### src/rtl/maxpool_pkg.sv
// maxpool_pkg
// Shared types and helpers for the max-pool sequencer slice.
//   state_t    : sequencer FSM states
//   pixel_t    : signed 8-bit pixel / pooled value
//   in_addr_w  : feature-map RAM address width for a given map side and channel count
//   out_addr_w : pooled-map RAM address width for a given pooled side and channel count
package maxpool_pkg;

    typedef enum logic [2:0] {
        ST_IDLE,
        ST_CLEAR,
        ST_STREAM,
        ST_DRAIN,
        ST_DONE
    } state_t;

    typedef logic signed [7:0] pixel_t;

    // Never returns 0 so that a degenerate depth still yields a legal vector.
    function automatic int unsigned clog2_min1(input int unsigned n);
        return (n <= 1) ? 1 : $clog2(n);
    endfunction

    function automatic int unsigned in_addr_w(input int unsigned map_width,
                                              input int unsigned num_ch);
        return clog2_min1(num_ch * map_width * map_width);
    endfunction

    function automatic int unsigned out_addr_w(input int unsigned out_dim,
                                               input int unsigned num_ch);
        return clog2_min1(num_ch * out_dim * out_dim);
    endfunction

endpackage

### src/rtl/maxpool_addr_gen.sv
// maxpool_addr_gen
// Channel, pixel and result counters plus RAM address generation.
// Addresses are a per-channel base register plus the running offset; the
// bases step by one map size per channel, so no multiplier is needed.
//   clk, rst     : clock, synchronous active-high reset
//   i_clr_all    : zero channel, bases and both counters
//   i_clr_cnt    : zero pixel and result counters (start of a channel)
//   i_ch_next    : advance to the next channel
//   i_pix_inc    : a read was issued this cycle
//   i_res_inc    : an engine result was accepted this cycle
//   o_pix_last   : pixel counter is on the last pixel of the map
//   o_res_full   : all pooled results of the channel have been accepted
//   o_ch_last    : current channel is the final one
//   o_rd_addr    : feature-map RAM address of the current pixel
//   o_wr_addr    : pooled-map RAM address of the next result
module maxpool_addr_gen
    import maxpool_pkg::*;
#(
    parameter int unsigned MAP_WIDTH = 28,
    parameter int unsigned NUM_CH    = 6,
    parameter int unsigned OUT_DIM   = MAP_WIDTH / 2,
    parameter int unsigned IN_AW     = in_addr_w(MAP_WIDTH, NUM_CH),
    parameter int unsigned OUT_AW    = out_addr_w(OUT_DIM, NUM_CH)
) (
    input  logic              clk,
    input  logic              rst,
    input  logic              i_clr_all,
    input  logic              i_clr_cnt,
    input  logic              i_ch_next,
    input  logic              i_pix_inc,
    input  logic              i_res_inc,
    output logic              o_pix_last,
    output logic              o_res_full,
    output logic              o_ch_last,
    output logic [IN_AW-1:0]  o_rd_addr,
    output logic [OUT_AW-1:0] o_wr_addr
);

    localparam int unsigned PIX_N = MAP_WIDTH * MAP_WIDTH;
    localparam int unsigned RES_N = OUT_DIM * OUT_DIM;
    localparam int unsigned PIX_W = clog2_min1(PIX_N);
    localparam int unsigned RES_W = clog2_min1(RES_N + 1);
    localparam int unsigned CH_W  = clog2_min1(NUM_CH);

    localparam logic [PIX_W-1:0]  PIX_LAST = PIX_W'(PIX_N - 1);
    localparam logic [RES_W-1:0]  RES_FULL = RES_W'(RES_N);
    localparam logic [CH_W-1:0]   CH_LAST  = CH_W'(NUM_CH - 1);
    localparam logic [IN_AW-1:0]  IN_STEP  = IN_AW'(PIX_N);
    localparam logic [OUT_AW-1:0] OUT_STEP = OUT_AW'(RES_N);

    logic [CH_W-1:0]   r_ch;
    logic [PIX_W-1:0]  r_pix;
    logic [RES_W-1:0]  r_res;
    logic [IN_AW-1:0]  r_rd_base;
    logic [OUT_AW-1:0] r_wr_base;

    always_ff @(posedge clk) begin
        if (rst || i_clr_all) begin
            r_ch      <= '0;
            r_pix     <= '0;
            r_res     <= '0;
            r_rd_base <= '0;
            r_wr_base <= '0;
        end else begin
            if (i_clr_cnt) begin
                r_pix <= '0;
                r_res <= '0;
            end else begin
                // Wraps after the last pixel so the counter stays in range.
                if (i_pix_inc) begin
                    r_pix <= (r_pix == PIX_LAST) ? '0 : r_pix + 1'b1;
                end
                if (i_res_inc) begin
                    r_res <= r_res + 1'b1;
                end
            end
            if (i_ch_next) begin
                r_ch      <= r_ch + 1'b1;
                r_rd_base <= r_rd_base + IN_STEP;
                r_wr_base <= r_wr_base + OUT_STEP;
            end
        end
    end

    assign o_pix_last = (r_pix == PIX_LAST);
    assign o_res_full = (r_res == RES_FULL);
    assign o_ch_last  = (r_ch == CH_LAST);
    assign o_rd_addr  = r_rd_base + IN_AW'(r_pix);
    assign o_wr_addr  = r_wr_base + OUT_AW'(r_res);

endmodule

### src/rtl/maxpool_sequencer.sv
// maxpool_sequencer
// Runs NUM_CH stored feature maps, one at a time, through a shared external
// 2x2/stride-2 max-pool engine and writes the pooled maps to the output RAM.
//   clk, rst      : clock, synchronous active-high reset
//   start         : one-cycle run request, ignored while busy
//   stall         : input RAM unavailable this cycle, no read issued
//   busy, done    : run in progress / one-cycle completion pulse
//   rd_en/rd_addr : input RAM read strobe and address (data 1 cycle later)
//   rd_data       : signed input pixel
//   eng_rst       : engine reset (global reset or between channels)
//   eng_valid_in, eng_pixel_in   : pixel stream to the engine
//   eng_valid_out, eng_pixel_out : pooled results from the engine
//   wr_en/wr_addr/wr_data        : output RAM write port
module maxpool_sequencer
    import maxpool_pkg::*;
#(
    parameter int unsigned MAP_WIDTH = 28,
    parameter int unsigned NUM_CH    = 6,
    parameter int unsigned OUT_DIM   = MAP_WIDTH / 2,
    parameter int unsigned IN_AW     = in_addr_w(MAP_WIDTH, NUM_CH),
    parameter int unsigned OUT_AW    = out_addr_w(OUT_DIM, NUM_CH)
) (
    input  logic              clk,
    input  logic              rst,
    input  logic              start,
    input  logic              stall,
    output logic              busy,
    output logic              done,
    output logic              rd_en,
    output logic [IN_AW-1:0]  rd_addr,
    input  logic [7:0]        rd_data,
    output logic              eng_rst,
    output logic              eng_valid_in,
    output logic [7:0]        eng_pixel_in,
    input  logic              eng_valid_out,
    input  logic [7:0]        eng_pixel_out,
    output logic              wr_en,
    output logic [OUT_AW-1:0] wr_addr,
    output logic [7:0]        wr_data
);

    state_t            r_state;
    logic              r_busy;
    logic              r_done;
    logic              r_eng_valid_in;
    logic              r_wr_en;
    pixel_t            r_wr_data;
    logic [OUT_AW-1:0] r_wr_addr;

    logic              w_rd_en;
    logic              w_res_acc;
    logic              w_ch_next;
    logic              w_pix_last;
    logic              w_res_full;
    logic              w_ch_last;
    logic [IN_AW-1:0]  w_rd_addr;
    logic [OUT_AW-1:0] w_wr_addr;

    // The read strobe must react to stall in the same cycle, so it is
    // decoded from the registered state rather than registered itself.
    assign w_rd_en   = (r_state == ST_STREAM) && !stall;
    assign w_res_acc = eng_valid_out && ((r_state == ST_STREAM) || (r_state == ST_DRAIN));
    assign w_ch_next = (r_state == ST_DRAIN) && w_res_full && !w_ch_last;

    maxpool_addr_gen #(
        .MAP_WIDTH (MAP_WIDTH),
        .NUM_CH    (NUM_CH),
        .OUT_DIM   (OUT_DIM),
        .IN_AW     (IN_AW),
        .OUT_AW    (OUT_AW)
    ) u_addr_gen (
        .clk        (clk),
        .rst        (rst),
        .i_clr_all  ((r_state == ST_IDLE) || (r_state == ST_DONE)),
        .i_clr_cnt  (r_state == ST_CLEAR),
        .i_ch_next  (w_ch_next),
        .i_pix_inc  (w_rd_en),
        .i_res_inc  (w_res_acc),
        .o_pix_last (w_pix_last),
        .o_res_full (w_res_full),
        .o_ch_last  (w_ch_last),
        .o_rd_addr  (w_rd_addr),
        .o_wr_addr  (w_wr_addr)
    );

    always_ff @(posedge clk) begin
        if (rst) begin
            r_state        <= ST_IDLE;
            r_busy         <= 1'b0;
            r_done         <= 1'b0;
            r_eng_valid_in <= 1'b0;
            r_wr_en        <= 1'b0;
            r_wr_data      <= '0;
            r_wr_addr      <= '0;
        end else begin
            r_eng_valid_in <= w_rd_en;
            r_wr_en        <= w_res_acc;
            r_done         <= 1'b0;
            if (w_res_acc) begin
                r_wr_data <= pixel_t'(eng_pixel_out);
                r_wr_addr <= w_wr_addr;
            end
            case (r_state)
                ST_IDLE: begin
                    if (start) begin
                        r_state <= ST_CLEAR;
                        r_busy  <= 1'b1;
                    end
                end
                ST_CLEAR: begin
                    r_state <= ST_STREAM;
                end
                ST_STREAM: begin
                    if (w_rd_en && w_pix_last) begin
                        r_state <= ST_DRAIN;
                    end
                end
                ST_DRAIN: begin
                    if (w_res_full) begin
                        if (w_ch_last) begin
                            r_state <= ST_DONE;
                            r_done  <= 1'b1;
                        end else begin
                            r_state <= ST_CLEAR;
                        end
                    end
                end
                ST_DONE: begin
                    r_state <= ST_IDLE;
                    r_busy  <= 1'b0;
                end
                default: begin
                    r_state <= ST_IDLE;
                    r_busy  <= 1'b0;
                end
            endcase
        end
    end

    assign busy         = r_busy;
    assign done         = r_done;
    assign rd_en        = w_rd_en;
    assign rd_addr      = w_rd_addr;
    assign eng_rst      = rst || (r_state == ST_CLEAR);
    assign eng_valid_in = r_eng_valid_in;
    // RAM data is only meaningful the cycle after a read; zero otherwise.
    assign eng_pixel_in = r_eng_valid_in ? rd_data : '0;
    assign wr_en        = r_wr_en;
    assign wr_addr      = r_wr_addr;
    assign wr_data      = r_wr_data;

endmodule

### config.mk
export PLATFORM = sky130hd
export DESIGN_NAME = maxpool_sequencer
export DESIGN_NICKNAME = d
export VERILOG_FILES = /design/src/rtl/maxpool_pkg.sv /design/src/rtl/maxpool_addr_gen.sv /design/src/rtl/maxpool_sequencer.sv
export SDC_FILE = /design/constraint.sdc
export NUM_CORES = 1
export LEC_CHECK = 0
export CAP_MARGIN = 20
export CORE_MARGIN = 8
export CORE_UTILIZATION = 52
export CTS_CLUSTER_SIZE = 40
export DETAILED_ROUTE_END_ITERATION = 10
export GPL_TIMING_DRIVEN = 0
export PLACE_DENSITY = 0.8
export REMOVE_ABC_BUFFERS = 1
export SLEW_MARGIN = 20
export SYNTH_ARGS = -nofsm -noshare
export SYNTH_HDL_FRONTEND = slang
export SYNTH_SLANG_ARGS = --single-unit
### constraint.sdc
create_clock -name clk -period 2.1 [get_ports clk]
set_input_delay 0.42 -clock clk [delete_from_list [all_inputs] [get_ports clk]]
set_output_delay 0.42 -clock clk [all_outputs]
set_load 0.02 [all_outputs]
Word level (Yosys, flattened, before mapping)
Cells that the tools add are included.
{"block": "classes", "add_sub_neg": 7, "n_eq_ne": 10, "mux": 10, "bitwise": 3, "n_reduce_logical": 17}
{"op": "$add A13 B10 Y13", "count": 1}
{"op": "$add A13 B10 Y13 const B", "count": 1}
{"op": "$mux W3", "count": 4}
{"op": "$pmux W3 S4", "count": 1}
{"op": "$add A11 B8 Y11", "count": 1}
{"op": "$add A11 B8 Y11 const B", "count": 1}
{"op": "$add A10 B1 Y10 const B", "count": 1}
{"op": "$eq A10 B10 Y1 const B", "count": 1}
{"op": "$mux W10", "count": 1}
{"op": "$add A8 B1 Y8 const B", "count": 1}
{"op": "$eq A8 B8 Y1 const B", "count": 1}
{"op": "$mux W8", "count": 1}
{"op": "$eq A3 B2 Y1 const B", "count": 2}
{"op": "$eq A3 B3 Y1 const B", "count": 2}
{"op": "$reduce_or A3 Y1", "count": 2}
{"op": "$logic_and A1 B1 Y1", "count": 5}
{"op": "$logic_or A1 B1 Y1", "count": 4}
{"op": "$ne A2 B2 Y1 const B", "count": 2}
{"op": "$add A3 B1 Y3 const B", "count": 1}
{"op": "$eq A3 B1 Y1 const B", "count": 1}
{"op": "$logic_not A3 Y1", "count": 1}
{"op": "$not A1 Y1", "count": 3}
{"op": "$reduce_and A3 Y1", "count": 1}
{"op": "$logic_not A1 Y1", "count": 2}
{"op": "5 further kinds", "count": 6}
{"block": "totals", "register_bits": 71, "inputBits": 21, "output_inout_bits": 46, "elab_cells": 59}

Depth between registers and ports, before layout
Gate-level depths: netlist (run 1).
{"block": "logic_depth", "depth_word": 5, "depth_mapped": 7}

By module
Synthesis (run 1) repeated with hierarchy kept, for this count alone.
{"block": "hier_totals", "hier_cells": 415, "hier_area_um2": 3522.1}
{"module": "maxpool_addr_gen", "n_inst": 1, "cells_per_inst": 293, "area_per_inst_um2": 2453.6, "seq_area_each_um2": 780.7}
{"module": "maxpool_sequencer", "n_inst": 1, "cells_per_inst": 122, "area_per_inst_um2": 1068.5, "seq_area_each_um2": 520.5}

Least setup slack after synthesis (run 1)
Ideal clock, no wire load.
{"block": "synth_path", "kind": "register to output", "from": "reg u_addr_gen.r_rd_base[4]", "to": "out rd_addr[12]", "arrival_time_ns": 1.712, "slack_ns": -0.032, "path_stages_with_launch": 7, "path_buffers": 0, "path_cell_list": "dfxtp_1 -> ha_1 -> fa_1 -> a21o_1 -> a21oi_1 -> nand3b_1 -> nand4_1"}
{"block": "synth_between", "elab_chain_len": 1}
{"element": "start: declaration", "line": "maxpool_addr_gen.sv:54", "source": "logic [IN_AW-1:0] r_rd_base;"}
{"element": "start signal: assignment", "line": "maxpool_addr_gen.sv:79", "source": "r_rd_base <= r_rd_base + IN_STEP;"}
{"element": "$add A13 B10 Y13", "line": "maxpool_addr_gen.sv:88", "source": "assign o_rd_addr = r_rd_base + IN_AW'(r_pix);"}
{"element": "end: declaration", "line": "maxpool_sequencer.sv:30", "source": "output logic [IN_AW-1:0] rd_addr,"}
No other way between the ends.

Worst setup path after layout (run 1)
{"block": "layout_path", "from": "reg u_addr_gen.r_pix[4]", "to": "out rd_addr[8]"}
{"block": "layout_between", "elab_chain_len": 1}
{"element": "start: declaration", "line": "maxpool_addr_gen.sv:52", "source": "logic [PIX_W-1:0] r_pix;"}
{"element": "start signal: assignment", "line": "maxpool_addr_gen.sv:71", "source": "r_pix <= (r_pix == PIX_LAST) ? '0 : r_pix + 1'b1;"}
{"element": "$add A13 B10 Y13", "line": "maxpool_addr_gen.sv:88"}
No other way between the ends.

==> flow_metrics.py, run 1 <==
metrics = {
    "finish": {
        "final_common_cell": "clkdlybuf4s50_1",
        "areaGrowthSynthToFinish_pct": 33.6,
        "finish.utilization": 0.702,
        "final_cell_mix": "55 x clkdlybuf4s50_1, 50 x dfxtp_1, 42 x nand2_1",
        "drive_gt1_frac": 0.166,
        "area.sequential_mm2": 0.00133,
        "multi_input_comb_area_mm2": 0.00223,
        "final_net_count": 526,
        "fin_area_mm2": 0.00466,
        "n_antenna_cell": 0,
        "fill_cells": 515,
    },
    "clock_network": {
        "tritoncts": "built",
        "cts_made_buffers": 9,
        "ctsHoldBuffers": 0,
        "clockRootBuffer": "clkbuf_8",
        "clkLatencyLatePin_ns": 0.35,
        "htree_levels": 3,
        "clkSinkCount": 65,
        "clk_path_buf_depth": 2,
        "clk_pin_slew_ns": 0.07,
    },
    "pwr": {
        "switching_power_uw": 605,
        "pwr-share-clk": 0.407,
        "p_leak_nw": 1.68,
        "combPwrFrac": 0.083,
        "power_density_mw_per_mm2": 532,
        "irDropWorstVdd_v": 0.000327,
        "p_sw_frac": 0.244,
        "p_seq_frac": 0.510,
        "intPower_mw": 1.88,
    },
    "sta": {
        "tns_ns": -1.66,
        "worst_slew_pin_slew_ns": 0.857,
        "rsz0062_at_grt": "yes",
        "worst_slack_ns": -0.340,
        "drv_slew": 0,
        "layout_min_cycle_time_ns": 2.44,
        "finalHoldViolCount": 0,
        "max-slew-margin-rel": 0.429,
        "clock.fmax_mhz": 410,
        "setup_viol": 7,
        "clock_skew_ns": 0.0108,
        "finalCritPeriodShare": 1.16,
    },
    "worst_setup_path": {
        "r2r_end": "u_addr_gen.r_wr_base[10]",
        "cp-endpoint": "rd_addr[8]",
        "startpoint": "u_addr_gen.r_pix[4]",
        "reg2regPathDepth": 6,
        "cp_data_required_time_ns": 1.68,
        "crit_path_end_kind": "output pin",
        "crit_arrival_ns": 2.02,
        "rrSetupSlack_ns": 0.10,
        "crit_path_max_fanout": 5,
        "critPathLaunchType": "flip-flop",
        "crit_type": "reg -> out",
        "timing.rr.start": "u_addr_gen.r_res[0]",
    },
    "routing": {
        "route.met2.wl_um": 4820,
        "highest_layer": "met4",
        "first_pass_iters": 4,
        "routedWlPerCell_um": 16.4,
        "routed_via_density": 5.89,
        "vias": 3348,
        "routed_wl_um": 9330,
        "ant_nets": 0,
        "met1_length_um": 3990,
        "drc": 0,
        "drt_iter0_drc": 200,
        "wl_met3_um": 346,
    },
    "min_path": {
        "whs_path_depth": 2,
        "hold_class": "in -> reg",
        "min_from": "rst",
    },
    "floorplan": {
        "rows": 30,
        "die_w_um": 97.9,
        "die-area_mm2": 0.00959,
        "die_h_um": 97.9,
        "initial_core_util": 0.525,
        "io_pins": 67,
        "core_mm2": 0.00664,
    },
    "grt": {
        "grt_pass1_wl_um": 14600,
        "grt_pass1_vias": 3117,
        "grt_max_degree": 29,
        "antenna_found_initial": 0,
        "overflow": 0,
        "grt_use_total": 0.184,
    },
    "yosys": {
        "synth_cells": 414,
        "synthArstFlopShare": 0,
        "synth_area_mm2": 0.00349,
        "synth_top_family_by_area": "simple AND/OR/NAND/NOR gates",
        "yosys_register_bits": 65,
        "synth_fa_ha_area_frac": 0.0796,
        "synth_cell_types": 49,
        "yosys_warnings": 0,
        "synth.avg_cell_area_um2": 8.43,
        "synth_edf_count": 0,
        "synthMuxAreaShare": 0.00287,
        "synthFlopType": "dfxtp_1",
        "yosys.area_share.simple": 0.260,
        "yosysSeqAreaShare": 0.373,
        "synth-compound-area-share": 0.184,
        "synth_xor_area_frac": 0.0527,
    },
    "outcome": {
        "violations": "negative setup slack",
        "status": "finished with violations",
    },
    "place": {
        "place_hpwl_um": 5880,
        "place_ws_ns": -1.12,
        "post_dp_cell_area_mm2": 0.00415,
        "gp_congestion": 0.827,
        "numPortBuffers": 66,
    },
    "run": {
        "cap_viol_max_count": 0,
    },
}
## stage by stage
stage / total power, mW / std cells / hold WS [ns]
6_report: 2.48 / 568 / 0.446
5_1_grt: 2.56 / 568 / 0.453
4_1_cts: 2.49 / 562 / 0.434
3_5_place_dp: 1.49 / 537 / 0.447
3_3_place_gp: 1.48 / 536 / 0.441
2_1_floorplan: 1.38 / 390 / 0.460
## power groups by stage
stage	logic [mW]	registers (mW)	clock network [mW]
after detailed placement	0.199	1.29	0
after global placement	0.191	1.29	0
final	0.207	1.27	1.01
after global routing	0.220	1.27	1.07
after floorplan	0.0730	1.31	0
after CTS	0.203	1.26	1.02
## state kept, by name, summed over array words and instances (netlist names), 3 cells and up
signal	count
r_state	3
u_addr_gen.r_ch	3
u_addr_gen.r_pix	10
u_addr_gen.r_rd_base	9
u_addr_gen.r_res	8
u_addr_gen.r_wr_base	9
wr_addr	11
wr_data	8
## Yosys cell counts, types with 4 or more instances
| master | instances | share of area |
|---|---|---|
| xnor2_1 | 9 | 0.023 |
| a211o_1 | 4 | 0.010 |
| nor3b_1 | 4 | 0.0086 |
| xor2_1 | 12 | 0.030 |
| dfxtp_1 | 65 | 0.37 |
| nand4_1 | 7 | 0.013 |
| nand3b_1 | 5 | 0.011 |
| nor2b_1 | 4 | 0.0072 |
| and3_1 | 4 | 0.0072 |
| inv_1 | 14 | 0.015 |
| a21oi_1 | 43 | 0.062 |
| a21o_1 | 4 | 0.0086 |
| nor2_1 | 27 | 0.029 |
| or4_1 | 6 | 0.013 |
| nand2_1 | 42 | 0.045 |
| clkbuf_1 | 14 | 0.015 |
| o21ai_0 | 23 | 0.033 |
| nand3_1 | 12 | 0.017 |
| and2_1 | 11 | 0.020 |
| o31ai_1 | 7 | 0.015 |
| buf_4 | 4 | 0.0086 |
| ha_1 | 19 | 0.068 |
| a211oi_1 | 5 | 0.011 |
| or3_1 | 15 | 0.027 |
| nor3_1 | 10 | 0.014 |
| and4_1 | 6 | 0.015 |
| a31oi_1 | 5 | 0.0090 |
## repair_timing
item                                    4_1_cts  5_1_grt
pin swaps                                     8       11
endpoints found under the setup margin       52       19
buffers inserted                              8        6
cloned                                        2        0
resized for setup                            71       33
## how the worst min path moves through the flow
stage,slack (ns),endpoint
floorplan,0.46,u_addr_gen.r_wr_base[10]
global placement,0.44,wr_data[3]
detailed placement,0.45,wr_data[0]
CTS,0.43,wr_en
global route,0.45,wr_en
finish,0.45,wr_data[4]
## worst max-delay path, stage by stage (launching register included)
cell and delay (ns):
dfxtp_4 0.36, ha_4 0.16, fa_2 0.38, a21o_1 0.20, a21oi_4 0.16, buf_4 0.14, xnor2_2 0.10, buf_4 0.16
## logic make-up (layout without fill, tap and decap cells)
family,count (synthesis),after routing
mux,1,1
flops,65,65
xor+xnor,21,21
simple gates,165,167
buf+inv,38,110
fa+ha+maj,21,21
compound gates,103,103
## cell type report
type,instances,share of cell area
inverter,14,0.0113
clock buffer,11,0.0282
multi-input combinational,313,0.479
timing repair buffer,81,0.165
sequential,65,0.285
tap,80,0.0215
clock inverter,4,0.00966
## metal layers
metal | vias up | global-route usage
met1 | 1608 | 0.208
met2 | 90 | 0.321
met5 | - | 0
met4 | 0 | 0.0935
met3 | 14 | 0.0377
li1 | 1636 | -
(Power assumes the default switching activity.)
==> run 2, diff against run 1 <==
--- a/config.mk
+++ b/config.mk
@@ -13,6 +13,7 @@
 export GPL_TIMING_DRIVEN = 0
 export PLACE_DENSITY = 0.8
 export REMOVE_ABC_BUFFERS = 1
+export SETUP_SLACK_MARGIN = 0.5
 export SLEW_MARGIN = 20
 export SYNTH_ARGS = -nofsm -noshare
 export SYNTH_HDL_FRONTEND = slang
==> run 2 against run 1 <==
Net effect: the flow still finishes with violations (negative setup slack); worst hold slack improved by 0.0060 ns; global-route usage is 3.2 points higher; die area unchanged; critical path depth is 1 higher; total power rose by 3.8%; final cell count rose by 9.3%; sequential power is essentially flat; fmax shrank 1.9%; clock skew up 0.0042 ns; sequential cell count did not move; highest routed layer unchanged.
==> flow_metrics.py, run 2 (same netlist as run 1, synthesis figures left out) <==
metrics = {
    "sta": {
        "finalHoldViolCount": 0,
        "finalCritPeriodShare": 1.19,
        "setup_viol": 7,
        "rsz0062_at_grt": "yes",
        "layout_min_cycle_time_ns": 2.49,
        "worst_slack_ns": -0.389,
        "worst_slew_pin_slew_ns": 0.676,
        "drv_slew": 0,
        "clock_skew_ns": 0.0150,
        "tns_ns": -1.89,
        "max-slew-margin-rel": 0.549,
        "clock.fmax_mhz": 402,
    },
    "outcome": {
        "violations": "negative setup slack",
        "status": "finished with violations",
    },
    "grt": {
        "grt_pass1_vias": 3533,
        "antenna_found_initial": 0,
        "grt_use_total": 0.216,
        "grt_max_degree": 29,
        "grt_pass1_wl_um": 16900,
        "overflow": 0,
    },
    "worst_setup_path": {
        "critPathLaunchType": "flip-flop",
        "crit_slowest_cell": "a2111oi_2",
        "cp_data_required_time_ns": 1.68,
        "path_common_cell": "buf_6",
        "crit_arrival_ns": 2.07,
        "crit_path_max_fanout": 4,
        "cp_slowest_stage_delay_ns": 0.38,
        "crit_type": "reg -> out",
        "worstPathBufferInverterCount": 3,
        "crit_family": "compound AO/OA/AOI/OAI gates",
        "crit_path_end_kind": "output pin",
        "crit_chain": "ha_4 -> buf_4 -> buf_6 -> a21oi_4 -> o21ai_4 -> a2111oi_2 -> or3_1 -> buf_6",
    },
    "clock_network": {
        "clockRootBuffer": "clkbuf_8",
        "htree_levels": 3,
        "cts_made_buffers": 9,
        "tritoncts": "built",
        "clk_pin_slew_ns": 0.08,
        "clkLatencyLatePin_ns": 0.36,
        "clkSinkCount": 65,
        "clk_path_buf_depth": 2,
        "ctsHoldBuffers": 0,
    },
    "pwr": {
        "p_leak_nw": 2.19,
        "p_total_mw": 2.58,
        "power_density_mw_per_mm2": 463,
        "irDropWorstVdd_v": 0.000349,
    },
    "place": {
        "place_hpwl_um": 5880,
        "numPortBuffers": 66,
        "dp_cells": 537,
        "gp_congestion": 0.827,
        "place_ws_ns": -1.12,
    },
    "finish": {
        "final_cell_mix": "48 x buf_4, 38 x nand2_1, 38 x dfxtp_1",
        "drive_gt1_frac": 0.418,
        "finish.utilization": 0.837,
        "areaGrowthSynthToFinish_pct": 59.4,
        "final_common_cell": "buf_4",
        "fill_cells": 344,
        "largest_reg_flops": 11,
        "multi_input_comb_area_mm2": 0.00269,
        "final_cells": 621,
        "final_net_count": 579,
        "area.sequential_mm2": 0.00137,
        "n_antenna_cell": 0,
    },
    "floorplan": {
        "die_w_um": 97.9,
        "io_pins": 67,
        "rows": 30,
        "die-area_mm2": 0.00959,
        "die_h_um": 97.9,
        "initial_core_util": 0.525,
        "core_mm2": 0.00664,
    },
    "routing": {
        "drc": 0,
        "routed_via_density": 6.53,
        "routedWlPerCell_um": 22.9,
        "vias": 4056,
        "ant_nets": 0,
        "routed_wl_um": 14200,
        "first_pass_iters": 6,
        "drt_iter0_drc": 320,
    },
    "min_path": {
        "hold_class": "reg -> reg",
    },
    "run": {
        "cap_viol_max_count": 0,
    },
}
## run 2: cell count changes in the layout (fill, tap and decap cells not counted), moves of 8 or more
cell             change
a21oi_2             +14
dlygate4sd2_1       +24
clkdlybuf4s50_1     -38
o21ai_0             -11
a21oi_1             -16
buf_6               +25
dfxtp_4              +8
buf_4               +30
o21ai_1              +9
nor2_1               -8
dfxtp_1             -12
## run 2: metal layers
layer,vias to the layer above,global-route usage,part of all wire
li1,1754,-,-
met5,-,0,0
met3,100,0.0434,0.075
met1,1928,0.234,0.36
met4,0,0.121,0.063
met2,274,0.385,0.50
## run 2: timing repair
item	4_1_cts	5_1_grt
setup endpoints to repair	109	67
resized for setup	218	115
pin swaps	53	45
setup buffers	37	27
cloned	4	1
## run 2: final timing paths
path / start / end / slack (ns) / cells past startpoint
worst max-delay path: u_addr_gen.r_pix[4] / rd_addr[11] / -0.39 / 8
worst min-delay path: wr_data[3] / wr_data[3] / 0.45 / 2
worst max register to register: u_addr_gen.r_res[2] / wr_addr[10] / 0.19 / 6
worst min register to register: wr_data[3] / wr_data[3] / 0.45 / 2
## run 2: final cells by class
| cell class | instances | area share |
|---|---|---|
| clock buffers | 11 | 0.0236 |
| clock inverters | 4 | 0.00810 |
| inverters | 14 | 0.0101 |
| multi-input cells | 316 | 0.484 |
| flip-flops and latches | 65 | 0.245 |
| well taps | 80 | 0.0180 |
| repair buffers | 131 | 0.211 |
## run 2: power by group
part,switching (mW),leakage [nW],total [mW],internal (mW)
registers,0.0200,0.542,1.26,1.24
logic,0.152,1.56,0.269,0.117
clock network,0.512,0.0929,1.05,0.537
total,0.684,2.19,2.58,1.89
## run 2: metrics by stage
stage | instance area [um^2] | hold slack, ns
floorplan | 3370 | 0.460
global placement | 4130 | 0.441
detailed placement | 4150 | 0.447
CTS | 4920 | 0.434
global route | 5560 | 0.487
finish | 5560 | 0.452
## run 2: worst reg2reg max path, stage by stage (launching register included)
cell	delay, ns
dfxtp_4	0.37
ha_4	0.18
fa_2	0.37
a211o_1	0.35
a211oi_2	0.28
or4_1	0.15
a31oi_1	0.08
